`config.mk`:
```
export PLATFORM = sky130hd
export DESIGN_NAME = ifu_flat
export DESIGN_NICKNAME = d
export VERILOG_FILES = /design/src/rtl/ifu_if.sv /design/src/rtl/ifu.sv /design/src/flat_wrapper.sv
export SDC_FILE = /design/constraint.sdc
export NUM_CORES = 1
export LEC_CHECK = 0
export ABC_CLOCK_PERIOD_IN_PS = 3900
export CAP_MARGIN = 10
export CORE_MARGIN = 2
export CORE_UTILIZATION = 26
export DETAILED_ROUTE_END_ITERATION = 8
export PLACE_DENSITY = 0.53
export SLEW_MARGIN = 30
export SYNTH_ARGS = -nofsm -noshare
export SYNTH_HDL_FRONTEND = slang
export SYNTH_SLANG_ARGS = --single-unit
```
`constraint.sdc`:
```
create_clock -name clk -period 3.9 [get_ports clk]
set_clock_uncertainty 0.2 [all_clocks]
set_input_delay 1.17 -clock clk [delete_from_list [all_inputs] [get_ports clk]]
set_output_delay 1.17 -clock clk [all_outputs]
set_load 0.005 [all_outputs]
```
`src/rtl/ifu_if.sv`:
```
// ifu_if: fetch-unit bundle -- imem request/response, decode handshake and execute redirect.
// When IFU_MISALIGN_CHK_EN is defined the bundle also carries fetch_fault and fault_pc.
interface ifu_if;
  logic        imem_req_valid;
  logic        imem_req_ready;
  logic [31:0] imem_req_addr;
  logic        imem_resp_valid;
  logic [31:0] imem_resp_data;
  logic        inst_valid;
  logic        inst_ready;
  logic [31:0] inst;
  logic [31:0] inst_pc;
  logic        redirect_valid;
  logic [31:0] redirect_pc;
`ifdef IFU_MISALIGN_CHK_EN
  logic        fetch_fault;
  logic [31:0] fault_pc;
`endif

  modport master (
    output imem_req_valid, imem_req_addr, inst_valid, inst, inst_pc,
    input  imem_req_ready, imem_resp_valid, imem_resp_data, inst_ready,
           redirect_valid, redirect_pc
`ifdef IFU_MISALIGN_CHK_EN
    , output fetch_fault, fault_pc
`endif
  );

  modport slave (
    input  imem_req_valid, imem_req_addr, inst_valid, inst, inst_pc,
    output imem_req_ready, imem_resp_valid, imem_resp_data, inst_ready,
           redirect_valid, redirect_pc
`ifdef IFU_MISALIGN_CHK_EN
    , input fetch_fault, fault_pc
`endif
  );
endinterface

```
`src/rtl/ifu.sv`:
```
// ifu: instruction fetch unit -- one outstanding imem request, one-entry instruction buffer, redirect flush.
// Optional IFU_MISALIGN_CHK_EN: misaligned redirect targets park the unit in a FAULT state.
module ifu #(
  parameter logic [31:0] RESET_PC = 32'h8000_0000
) (
  input  logic  clk,
  input  logic  rst_n,
  ifu_if.master bus
);

`ifdef IFU_MISALIGN_CHK_EN
  typedef enum logic [2:0] {
    IDLE  = 3'd0,
    REQ   = 3'd1,
    WAIT  = 3'd2,
    HOLD  = 3'd3,
    FAULT = 3'd4
  } state_e;
`else
  typedef enum logic [1:0] {
    IDLE = 2'd0,
    REQ  = 2'd1,
    WAIT = 2'd2,
    HOLD = 2'd3
  } state_e;
`endif

  state_e      state_q, state_d, restart_s;
  logic [31:0] pc_q, pc_d;
  logic        drop_q, drop_d;
  logic [31:0] inst_q, inst_d;
  logic [31:0] inst_pc_q, inst_pc_d;
  logic [31:0] redir_pc_s;
  logic        redir_take_s;
  logic        req_hs_s;

  assign redir_pc_s = {bus.redirect_pc[31:2], 2'b00};
  assign req_hs_s   = (state_q == REQ) && bus.imem_req_ready;

`ifdef IFU_MISALIGN_CHK_EN
  logic        fault_q, fault_d;
  logic [31:0] fault_pc_q, fault_pc_d;
  logic        redir_bad_s;

  assign redir_bad_s  = bus.redirect_valid && (bus.redirect_pc[1:0] != 2'b00);
  assign redir_take_s = bus.redirect_valid && !redir_bad_s;
`else
  logic unused_lsb_s;

  assign unused_lsb_s = ^bus.redirect_pc[1:0];
  assign redir_take_s = bus.redirect_valid;
`endif

  // Next-state, PC and buffer update; a usable redirect always retargets pc.
  always_comb begin
    state_d   = state_q;
    pc_d      = pc_q;
    drop_d    = drop_q;
    inst_d    = inst_q;
    inst_pc_d = inst_pc_q;
    if (redir_take_s) begin
      pc_d = redir_pc_s;
    end else begin
      pc_d = pc_q;
    end
`ifdef IFU_MISALIGN_CHK_EN
    fault_d    = fault_q;
    fault_pc_d = fault_pc_q;
    if (redir_bad_s) begin
      fault_d    = 1'b1;
      fault_pc_d = bus.redirect_pc;
    end else if (redir_take_s) begin
      fault_d    = 1'b0;
    end else begin
      fault_d    = fault_q;
    end
    restart_s = fault_d ? FAULT : REQ;
`else
    restart_s = REQ;
`endif
    case (state_q)
      IDLE: begin
        state_d = restart_s;
      end
      REQ: begin
        if (req_hs_s) begin
          // The old address is already issued; its response must be thrown away.
          state_d = WAIT;
          drop_d  = bus.redirect_valid;
        end else if (bus.redirect_valid) begin
          state_d = restart_s;
        end else begin
          state_d = REQ;
        end
      end
      WAIT: begin
        if (bus.imem_resp_valid) begin
          if (drop_q || bus.redirect_valid) begin
            drop_d  = 1'b0;
            state_d = restart_s;
          end else begin
            inst_d    = bus.imem_resp_data;
            inst_pc_d = pc_q;
            pc_d      = pc_q + 32'd4;
            state_d   = HOLD;
          end
        end else if (bus.redirect_valid) begin
          drop_d = 1'b1;
        end else begin
          drop_d = drop_q;
        end
      end
      HOLD: begin
        if (bus.redirect_valid) begin
          state_d = restart_s;
        end else if (bus.inst_ready) begin
          state_d = REQ;
        end else begin
          state_d = HOLD;
        end
      end
`ifdef IFU_MISALIGN_CHK_EN
      FAULT: begin
        state_d = restart_s;
      end
`endif
      default: begin
        state_d = IDLE;
      end
    endcase
  end

  // State and datapath registers.
  always_ff @(posedge clk or negedge rst_n) begin
    if (!rst_n) begin
      state_q    <= IDLE;
      pc_q       <= RESET_PC;
      drop_q     <= 1'b0;
      inst_q     <= 32'h0000_0000;
      inst_pc_q  <= 32'h0000_0000;
`ifdef IFU_MISALIGN_CHK_EN
      fault_q    <= 1'b0;
      fault_pc_q <= 32'h0000_0000;
`endif
    end else begin
      state_q    <= state_d;
      pc_q       <= pc_d;
      drop_q     <= drop_d;
      inst_q     <= inst_d;
      inst_pc_q  <= inst_pc_d;
`ifdef IFU_MISALIGN_CHK_EN
      fault_q    <= fault_d;
      fault_pc_q <= fault_pc_d;
`endif
    end
  end

  // inst_valid is gated by the live redirect so a flushed word is never handed over.
  assign bus.imem_req_valid = (state_q == REQ);
  assign bus.imem_req_addr  = (state_q == REQ) ? pc_q : 32'h0000_0000;
  assign bus.inst_valid     = (state_q == HOLD) && !bus.redirect_valid;
  assign bus.inst           = inst_q;
  assign bus.inst_pc        = inst_pc_q;
`ifdef IFU_MISALIGN_CHK_EN
  assign bus.fetch_fault    = fault_q;
  assign bus.fault_pc       = fault_pc_q;
`endif

endmodule
```
`src/flat_wrapper.sv`:
```
// flat-port wrapper written by rule: the top's interface ports become plain ports
module ifu_flat 
#(
  parameter logic [31:0] RESET_PC = 32'h8000_0000
)
  (clk, rst_n, bus_imem_req_valid, bus_imem_req_addr, bus_inst_valid, bus_inst, bus_inst_pc, bus_imem_req_ready, bus_imem_resp_valid, bus_imem_resp_data, bus_inst_ready, bus_redirect_valid, bus_redirect_pc);
  ifu_if bus_i ();
  input  logic clk;
  input  logic rst_n;
  output wire logic [$bits(bus_i.imem_req_valid)-1:0] bus_imem_req_valid;
  output wire logic [$bits(bus_i.imem_req_addr)-1:0] bus_imem_req_addr;
  output wire logic [$bits(bus_i.inst_valid)-1:0] bus_inst_valid;
  output wire logic [$bits(bus_i.inst)-1:0] bus_inst;
  output wire logic [$bits(bus_i.inst_pc)-1:0] bus_inst_pc;
  input wire logic [$bits(bus_i.imem_req_ready)-1:0] bus_imem_req_ready;
  input wire logic [$bits(bus_i.imem_resp_valid)-1:0] bus_imem_resp_valid;
  input wire logic [$bits(bus_i.imem_resp_data)-1:0] bus_imem_resp_data;
  input wire logic [$bits(bus_i.inst_ready)-1:0] bus_inst_ready;
  input wire logic [$bits(bus_i.redirect_valid)-1:0] bus_redirect_valid;
  input wire logic [$bits(bus_i.redirect_pc)-1:0] bus_redirect_pc;
  assign bus_imem_req_valid = bus_i.imem_req_valid;
  assign bus_imem_req_addr = bus_i.imem_req_addr;
  assign bus_inst_valid = bus_i.inst_valid;
  assign bus_inst = bus_i.inst;
  assign bus_inst_pc = bus_i.inst_pc;
  assign bus_i.imem_req_ready = bus_imem_req_ready;
  assign bus_i.imem_resp_valid = bus_imem_resp_valid;
  assign bus_i.imem_resp_data = bus_imem_resp_data;
  assign bus_i.inst_ready = bus_inst_ready;
  assign bus_i.redirect_valid = bus_redirect_valid;
  assign bus_i.redirect_pc = bus_redirect_pc;
  ifu #(.RESET_PC(RESET_PC)) u_core (.clk(clk), .rst_n(rst_n), .bus(bus_i));
endmodule
```
* Yosys cells after proc, flatten, opt, wreduce, memory -nomap -nowiden *
Index checks and enable logic that the tools add are counted.

cells by class
  $add $sub $neg = 1
  eq/ne operators = 7
  muxes and demuxes = 16
  bitwise gates (word level) = 1
  reduce and logical (&&, ||, !) cells = 8

operators with widths
  kind                   number
  $mux 32                5
  $add 32x3->32 const B  1
  $mux 2                 5
  $pmux 2 s4             1
  $eq 2x2->1 const B     2
  $mux 1                 4
  $reduce_and 4->1       1
  $ne 3x2->1 const B     1
  $ne 3x3->1 const B     1
  $reduce_and 3->1       1
  $eq 2x1->1 const B     1
  $logic_and 1x1->1      2
  $logic_not 2->1        1
  $ne 2x1->1 const B     1
  $ne 2x2->1 const B     1
  $pmux 1 s2             1
  $reduce_bool 2->1      1
  $logic_not 1->1        1
  $logic_or 1x1->1       1
  $not 1->1              1

word-level totals
  bits in registers = 99
  output and inout port bits = 98
  word-level logic and storage cells = 38

* Depth between registers and ports, before layout *
Gate-level depths: netlist of run 1.

  depth after elaboration = 4
  mapped depth = 8
  mapped depth without buffers = 4

* Least setup slack after synthesis of run 1 *
OpenSTA, ideal clock, no wires.

  path kind = input-to-output
  start point = in bus_redirect_valid
  end point = out bus_inst_valid
  data arrival time = 1,945 ps
  data required time = 2,530 ps
  path slack = 585 ps
  cell stages on the path = 4
  path through = clkbuf_1 clkinv_1 clkbuf_1 and3_1

between the ends
  cells in the longest elaborated chain, start to end = 2

RTL lines
  element            RTL line            RTL
  from (decl)        flat_wrapper.sv:19  input wire logic [$bits(bus_i.redirect_valid)-1:0] bus_redirect_valid;
  $logic_not 1->1    ifu.sv:161          assign bus.inst_valid = (state_q == HOLD) && !bus.redirect_valid;
  $logic_and 1x1->1  ifu.sv:161
  to (decl)          flat_wrapper.sv:12  output wire logic [$bits(bus_i.inst_valid)-1:0] bus_inst_valid;

No other way between the ends.

* Worst setup path in the final report of run 1 *
Same ends and word-level chain as after synthesis.

==> results of run 1 <==
layer usage:
layer  track usage [%]  vias up  wire (µm)
met4              4.78        0        204
li1                  -     2129          -
met2              24.6      129       6650
met1              20.0     2010       6490
met3              3.42       14        875
met5                 0        -          0
sequential cells by signal (all words and copies together) (netlist names):
name / flops
u_core.bus.inst: 32
u_core.bus.inst_pc: 32
u_core.drop_q: 1
u_core.pc_q: 32
u_core.state_q: 2
stage by stage:
step | instances | power [W] | setup slack (ns) | cell area (µm²)
4_1_cts | 933 | 0.00408 | 0.0423 | 6960
2_1_floorplan | 540 | 0.00209 | 0.585 | 4720
5_1_grt | 933 | 0.00429 | 0.00551 | 6960
3_3_place_gp | 916 | 0.00317 | 0.0712 | 6640
3_5_place_dp | 918 | 0.00321 | 0.0655 | 6680
6_report | 933 | 0.00401 | 0.0351 | 6960
critical path, delay by kind of cell:
family	cells	cell delay (ns)
buffers and inverters	3	1.17
AND/OR/NAND/NOR	1	0.16
final timing paths:
path                                                to  cells after the start
worst max-delay path                    bus_inst_valid                      4
worst min-delay path            u_core.bus.inst_pc[16]                      2
worst max register to register         u_core.pc_q[30]                      4
worst min register to register  u_core.bus.inst_pc[16]                      2
max in group asynchronous              u_core.pc_q[14]                      2
min in group asynchronous       u_core.bus.inst_pc[27]                      1
cells in the final DEF (no fill, tap or decap), drive strengths merged, types with 2 or more instances in the layout:
cell | Yosys | routed
clkdlybuf4s50 | 0 | 164
and3 | 9 | 9
a221oi | 2 | 2
clkbuf | 21 | 11
nand2b | 2 | 2
o31a | 2 | 2
buf | 9 | 15
nand4b | 3 | 3
a311oi | 2 | 2
and4 | 4 | 4
a31oi | 10 | 10
nor2 | 19 | 19
or4 | 9 | 9
a21oi | 3 | 3
o21ai | 15 | 15
nand4 | 12 | 12
nand3 | 13 | 13
inv | 6 | 6
o31ai | 7 | 7
nor2b | 5 | 5
o311ai | 3 | 3
o41ai | 4 | 4
nor3 | 5 | 5
nor4 | 2 | 2
and2 | 36 | 36
xor2 | 6 | 6
nand2 | 214 | 214
a211oi | 3 | 3
clkinv | 1 | 4
xnor2 | 3 | 3
dfrtp | 98 | 98
kinds of logic after synthesis:
group	count (synthesis)	share of synthesized area, %
mux	2	0.451
buf+inv	37	3.50
xor+xnor	9	1.67
compound gates	55	7.93
simple gates	337	33.6
flops	99	52.6
fa+ha+maj	1	0.265
cell usage after synthesis (3+ instances only):
master | count | area [µm²]
nor2b_1 | 5 | 31.3
and4_1 | 4 | 35.0
xnor2_1 | 3 | 26.3
o31ai_1 | 7 | 52.6
xor2_1 | 6 | 52.6
nor2_1 | 19 | 71.3
or4_1 | 9 | 67.6
a211oi_1 | 3 | 22.5
nand4b_1 | 3 | 26.3
and2_1 | 35 | 219
o21ai_0 | 12 | 60.1
nor3_1 | 5 | 25.0
clkbuf_1 | 21 | 78.8
nand3_1 | 12 | 60.1
nand4_1 | 9 | 56.3
a21oi_1 | 3 | 15.0
o21ai_1 | 3 | 15.0
inv_1 | 6 | 22.5
nand2_1 | 214 | 803
dfrtp_1 | 98 | 2450
o41ai_1 | 4 | 35.0
a31oi_1 | 10 | 62.6
and3_1 | 6 | 37.5
buf_2 | 6 | 30.0
layout make-up:
class	count	area (µm²)	share of cell area, %
timing repair buffer	179	1810	26.0
tap	229	287	4.12
inverter	7	26.3	0.377
sequential	99	2480	35.6
clock buffer	11	253	3.63
multi-input combinational	404	2080	29.9
clock inverter	4	26.3	0.377
where the power goes:
group / total, W / switching (W) / internal [W]
combinational: 0.00158 / 0.000598 / 0.000986
sequential: 0.00158 / 0.000221 / 0.00136
clock: 0.000853 / 0.000389 / 0.000463
==> flow_summary.ini, run 1 <==
[status]
status = completed

[clock_tree]
cts_resized = 0
htree_levels = 3
cts_made_buffers = 9
clkTransAtPathRegs_ns = 0.07
cts_buffer_depth = 2
cts_setup_buffers = 0
cts_tree = done
cts.sinks = 99
clock_latency_ns = 0.34
cts_root_buf = clkbuf_16
cts.hold.buffers_added = 0

[synth]
synthFlopType = dfrtp_1
synth.distinct_cells = 52
syn-instance-count = 540
ys_ff_latch = 99
yosysWarnings = 0
synth-async-reset-ratio_pct = 100
synth_edf_count = 0
synth-seq-area-share_pct = 52.6
syn-cell-area_um2 = 4720
synth_fp_nets = 611
avgSynthCellArea_um2 = 8.73

[finish]
post-route-util_pct = 38.9
syn_to_final_growth_pct = 47.7
drive_above_1_share_pct = 6.25
final_nets = 771
antennaDiodeCount = 0
n_fill_cell = 1830

[die]
fp.dieH_um = 139
dieArea_um2 = 19200
core-area_um2 = 17900
num_rows = 49
initial_core_util_pct = 26.3
die_w_um = 139
boundaryPins = 168

[placed_design]
gp_congestion = 0.801
port_buffers = 165
dp_hpwl_um = 10400

[timing]
rsz0062_at_grt = no
tightest_slew_ns = 0.650
hold_viol = 0
fin_hold_ws_ns = 0.274
fmax_mhz = 259
timing.final.crit_share_pct = 99.1
finalSetupViolations = 0
report.final.slew_viol_count = 0
fin_tns_setup_ns = 0
slew_headroom_pct = 56.7
fin_crit_ns = 3.86

[drt]
via_per_inst = 4.59
drtIter0Drc = 146
totalWireLength_um = 14200
drc_errors = 0
wl_per_cell_um = 15.2
firstDrtPassIters = 4
vias = 4282
antenna_left = 0

[pwr]
peakVddDrop_uv = 228
p_per_area_nw_per_um2 = 576
power.leakage_nw = 3.07

[worst_setup_path]
r2r_slack_ns = 1.65
start_kind = input pin
cp_data_arrival_time_ns = 2.49
r2r_start = u_core.pc_q[5]
worst_setup_path_end_kind = output port
path_class = in2out
critPathMaxFanout = 2
cp-startpoint = bus_redirect_valid
max_stage_delay_ns = 0.56
crit_required_ns = 2.53
cpMostUsedCell = clkdlybuf4s50_1
cp_cell_sequence = clkdlybuf4s50_1, clkinv_1, and3_1, clkdlybuf4s50_1
crit_slowest_cell = clkdlybuf4s50_1

[min_path]
min_from = u_core.bus.inst_pc[16]
hp-class = reg2reg

[global_routing]
grt_max_degree = 68
grt_antenna_before_repair = 0
grt_usage_pct = 15.1
overflow = 0
grt_pass1_wl_um = 23300
grt_pass1_vias = 4359

[job]
max_cap_viol_count = 0
(Power assumes the default switching activity.)
==> run 2, diff against run 1 <==
--- a/config.mk
+++ b/config.mk
@@ -7,7 +7,7 @@
 export LEC_CHECK = 0
 export ABC_CLOCK_PERIOD_IN_PS = 3900
 export CAP_MARGIN = 10
-export CORE_MARGIN = 2
+export CORE_MARGIN = 5
 export CORE_UTILIZATION = 26
 export DETAILED_ROUTE_END_ITERATION = 8
 export PLACE_DENSITY = 0.53
==> flow_summary.ini, run 2 (synthesis results as in run 1) <==
[status]
status = completed

[clock_tree]
clkTransAtPathRegs_ns = 0.06
htree_levels = 3
cts_root_buf = clkbuf_16
cts_buffer_depth = 2
cts_made_buffers = 9
clock_latency_ns = 0.34
cts.hold.buffers_added = 0
cts_setup_buffers = 0
cts.sinks = 99
cts_tree = done
cts_resized = 0

[die]
dieArea_um2 = 20900
initial_core_util_pct = 26.3
num_rows = 49
boundaryPins = 168
die_w_um = 145
core-area_um2 = 17900
fp.dieH_um = 145

[drt]
vias = 4328
antenna_left = 0
wl_per_cell_um = 16.2
firstDrtPassIters = 5
via_per_inst = 4.65
top_layer = met4
totalWireLength_um = 15100
wl_met3_um = 1020
drtIter0Drc = 227
routed-wl-met2_um = 7260
met1_length_um = 6650
drc_errors = 0

[placed_design]
port_buffers = 165
dp_hpwl_um = 11100
gp_congestion = 0.792
dp_cells = 914

[timing]
report.final.slew_viol_count = 0
tightest_slew_ns = 0.639
rsz0062_at_grt = no
hold_viol = 0
fin_tns_setup_ns = 0
fmax_mhz = 262
finalSetupViolations = 0
slew_headroom_pct = 57.0
fin_crit_ns = 3.82
timing.final.crit_share_pct = 98.0

[global_routing]
overflow = 0
grt_usage_pct = 14.7
grt_pass1_wl_um = 24200
grt_pass1_vias = 4601
grt_max_degree = 44
grt_antenna_before_repair = 0

[worst_setup_path]
worst_setup_path_end_kind = output port
path_class = in2out
cp_data_arrival_time_ns = 2.45
start_kind = input pin
crit_required_ns = 2.53
critPathMaxFanout = 2

[finish]
final_common_cell = nand2_1
final_cell_mix = nand2_1 (214), clkdlybuf4s50_1 (164), dfrtp_1 (98)
drive_above_1_share_pct = 5.71
stdcell_count = 930
final_nets = 767
n_fill_cell = 1823
seq_area_um2 = 2480
multi_input_comb_area_um2 = 2080
syn_to_final_growth_pct = 46.6
antennaDiodeCount = 0

[pwr]
peakVddDrop_uv = 262
clkPwrFrac_pct = 21.7
sw_frac_of_total_pct = 30.2
p_comb_share_pct = 39.0
p_int_w = 0.00282
p_seq_share_pct = 39.3
p_per_area_nw_per_um2 = 584
power.leakage_nw = 3.05
p_total_w = 0.00404
p_sw_w = 0.00122

[min_path]
hp-class = reg2reg

[job]
max_cap_viol_count = 0
## run 2: metal layers
| metal | track usage (%) | up-vias |
|---|---|---|
| met5 | 0 | - |
| met4 | 4.66 | 0 |
| met3 | 3.71 | 13 |
| met2 | 24.0 | 114 |
| met1 | 19.1 | 2078 |
| li1 | - | 2123 |
## run 2: critical path, cell delays in order
cell,delay [ns]
clkdlybuf4s50_1,0.52
clkinv_1,0.13
and3_1,0.17
clkdlybuf4s50_1,0.47
## run 2: final timing paths
path,start,end,slack [ns],cells past startpoint
min in group asynchronous,rst_n,u_core.bus.inst_pc[28],0.56,1
worst max-delay path,bus_redirect_valid,bus_inst_valid,0.08,4
max in group asynchronous,rst_n,u_core.pc_q[13],2.10,2
worst min-delay path,u_core.bus.inst_pc[16],u_core.bus.inst_pc[16],0.28,2
worst min register to register,u_core.bus.inst_pc[16],u_core.bus.inst_pc[16],0.28,2
worst max register to register,u_core.pc_q[2],u_core.pc_q[30],1.66,4
## run 2: power groups by stage
stage          Sequential [W]  Combinational (W)  Clock [W]
5_1_grt               0.00164            0.00175   0.000956
3_5_place_dp          0.00161            0.00161          0
6_report              0.00159            0.00158   0.000876
4_1_cts               0.00159            0.00162   0.000916
2_1_floorplan         0.00159           0.000502          0
3_3_place_gp          0.00159            0.00159          0
## run 2: metrics by stage
step | hold WS [ns] | util, % | setup slack, ns | cell area, µm²
6_report | 0.277 | 38.6 | 0.0782 | 6910
5_1_grt | 0.301 | 38.6 | 0.0135 | 6910
4_1_cts | 0.283 | 38.6 | 0.0547 | 6910
3_5_place_dp | 0.266 | 37.0 | 0.0732 | 6620
3_3_place_gp | 0.258 | 37.0 | 0.0566 | 6620
2_1_floorplan | 0.245 | - | 0.585 | 4720
## run 2: area by class of cell
class | instances | area share (%)
clock buffer | 13 | 3.91
timing repair buffer | 175 | 25.3
clock inverter | 3 | 0.308
inverter | 7 | 0.380
sequential | 99 | 35.8
tap | 229 | 4.14
multi-input combinational | 404 | 30.1
==> run 3, diff against run 2 <==
--- a/config.mk
+++ b/config.mk
@@ -11,6 +11,7 @@
 export CORE_UTILIZATION = 26
 export DETAILED_ROUTE_END_ITERATION = 8
 export PLACE_DENSITY = 0.53
+export SKIP_LAST_GASP = 1
 export SLEW_MARGIN = 30
 export SYNTH_ARGS = -nofsm -noshare
 export SYNTH_HDL_FRONTEND = slang
==> results of run 3 <==
Same layout as run 2: the final DEF is identical, and so are final timing and power.
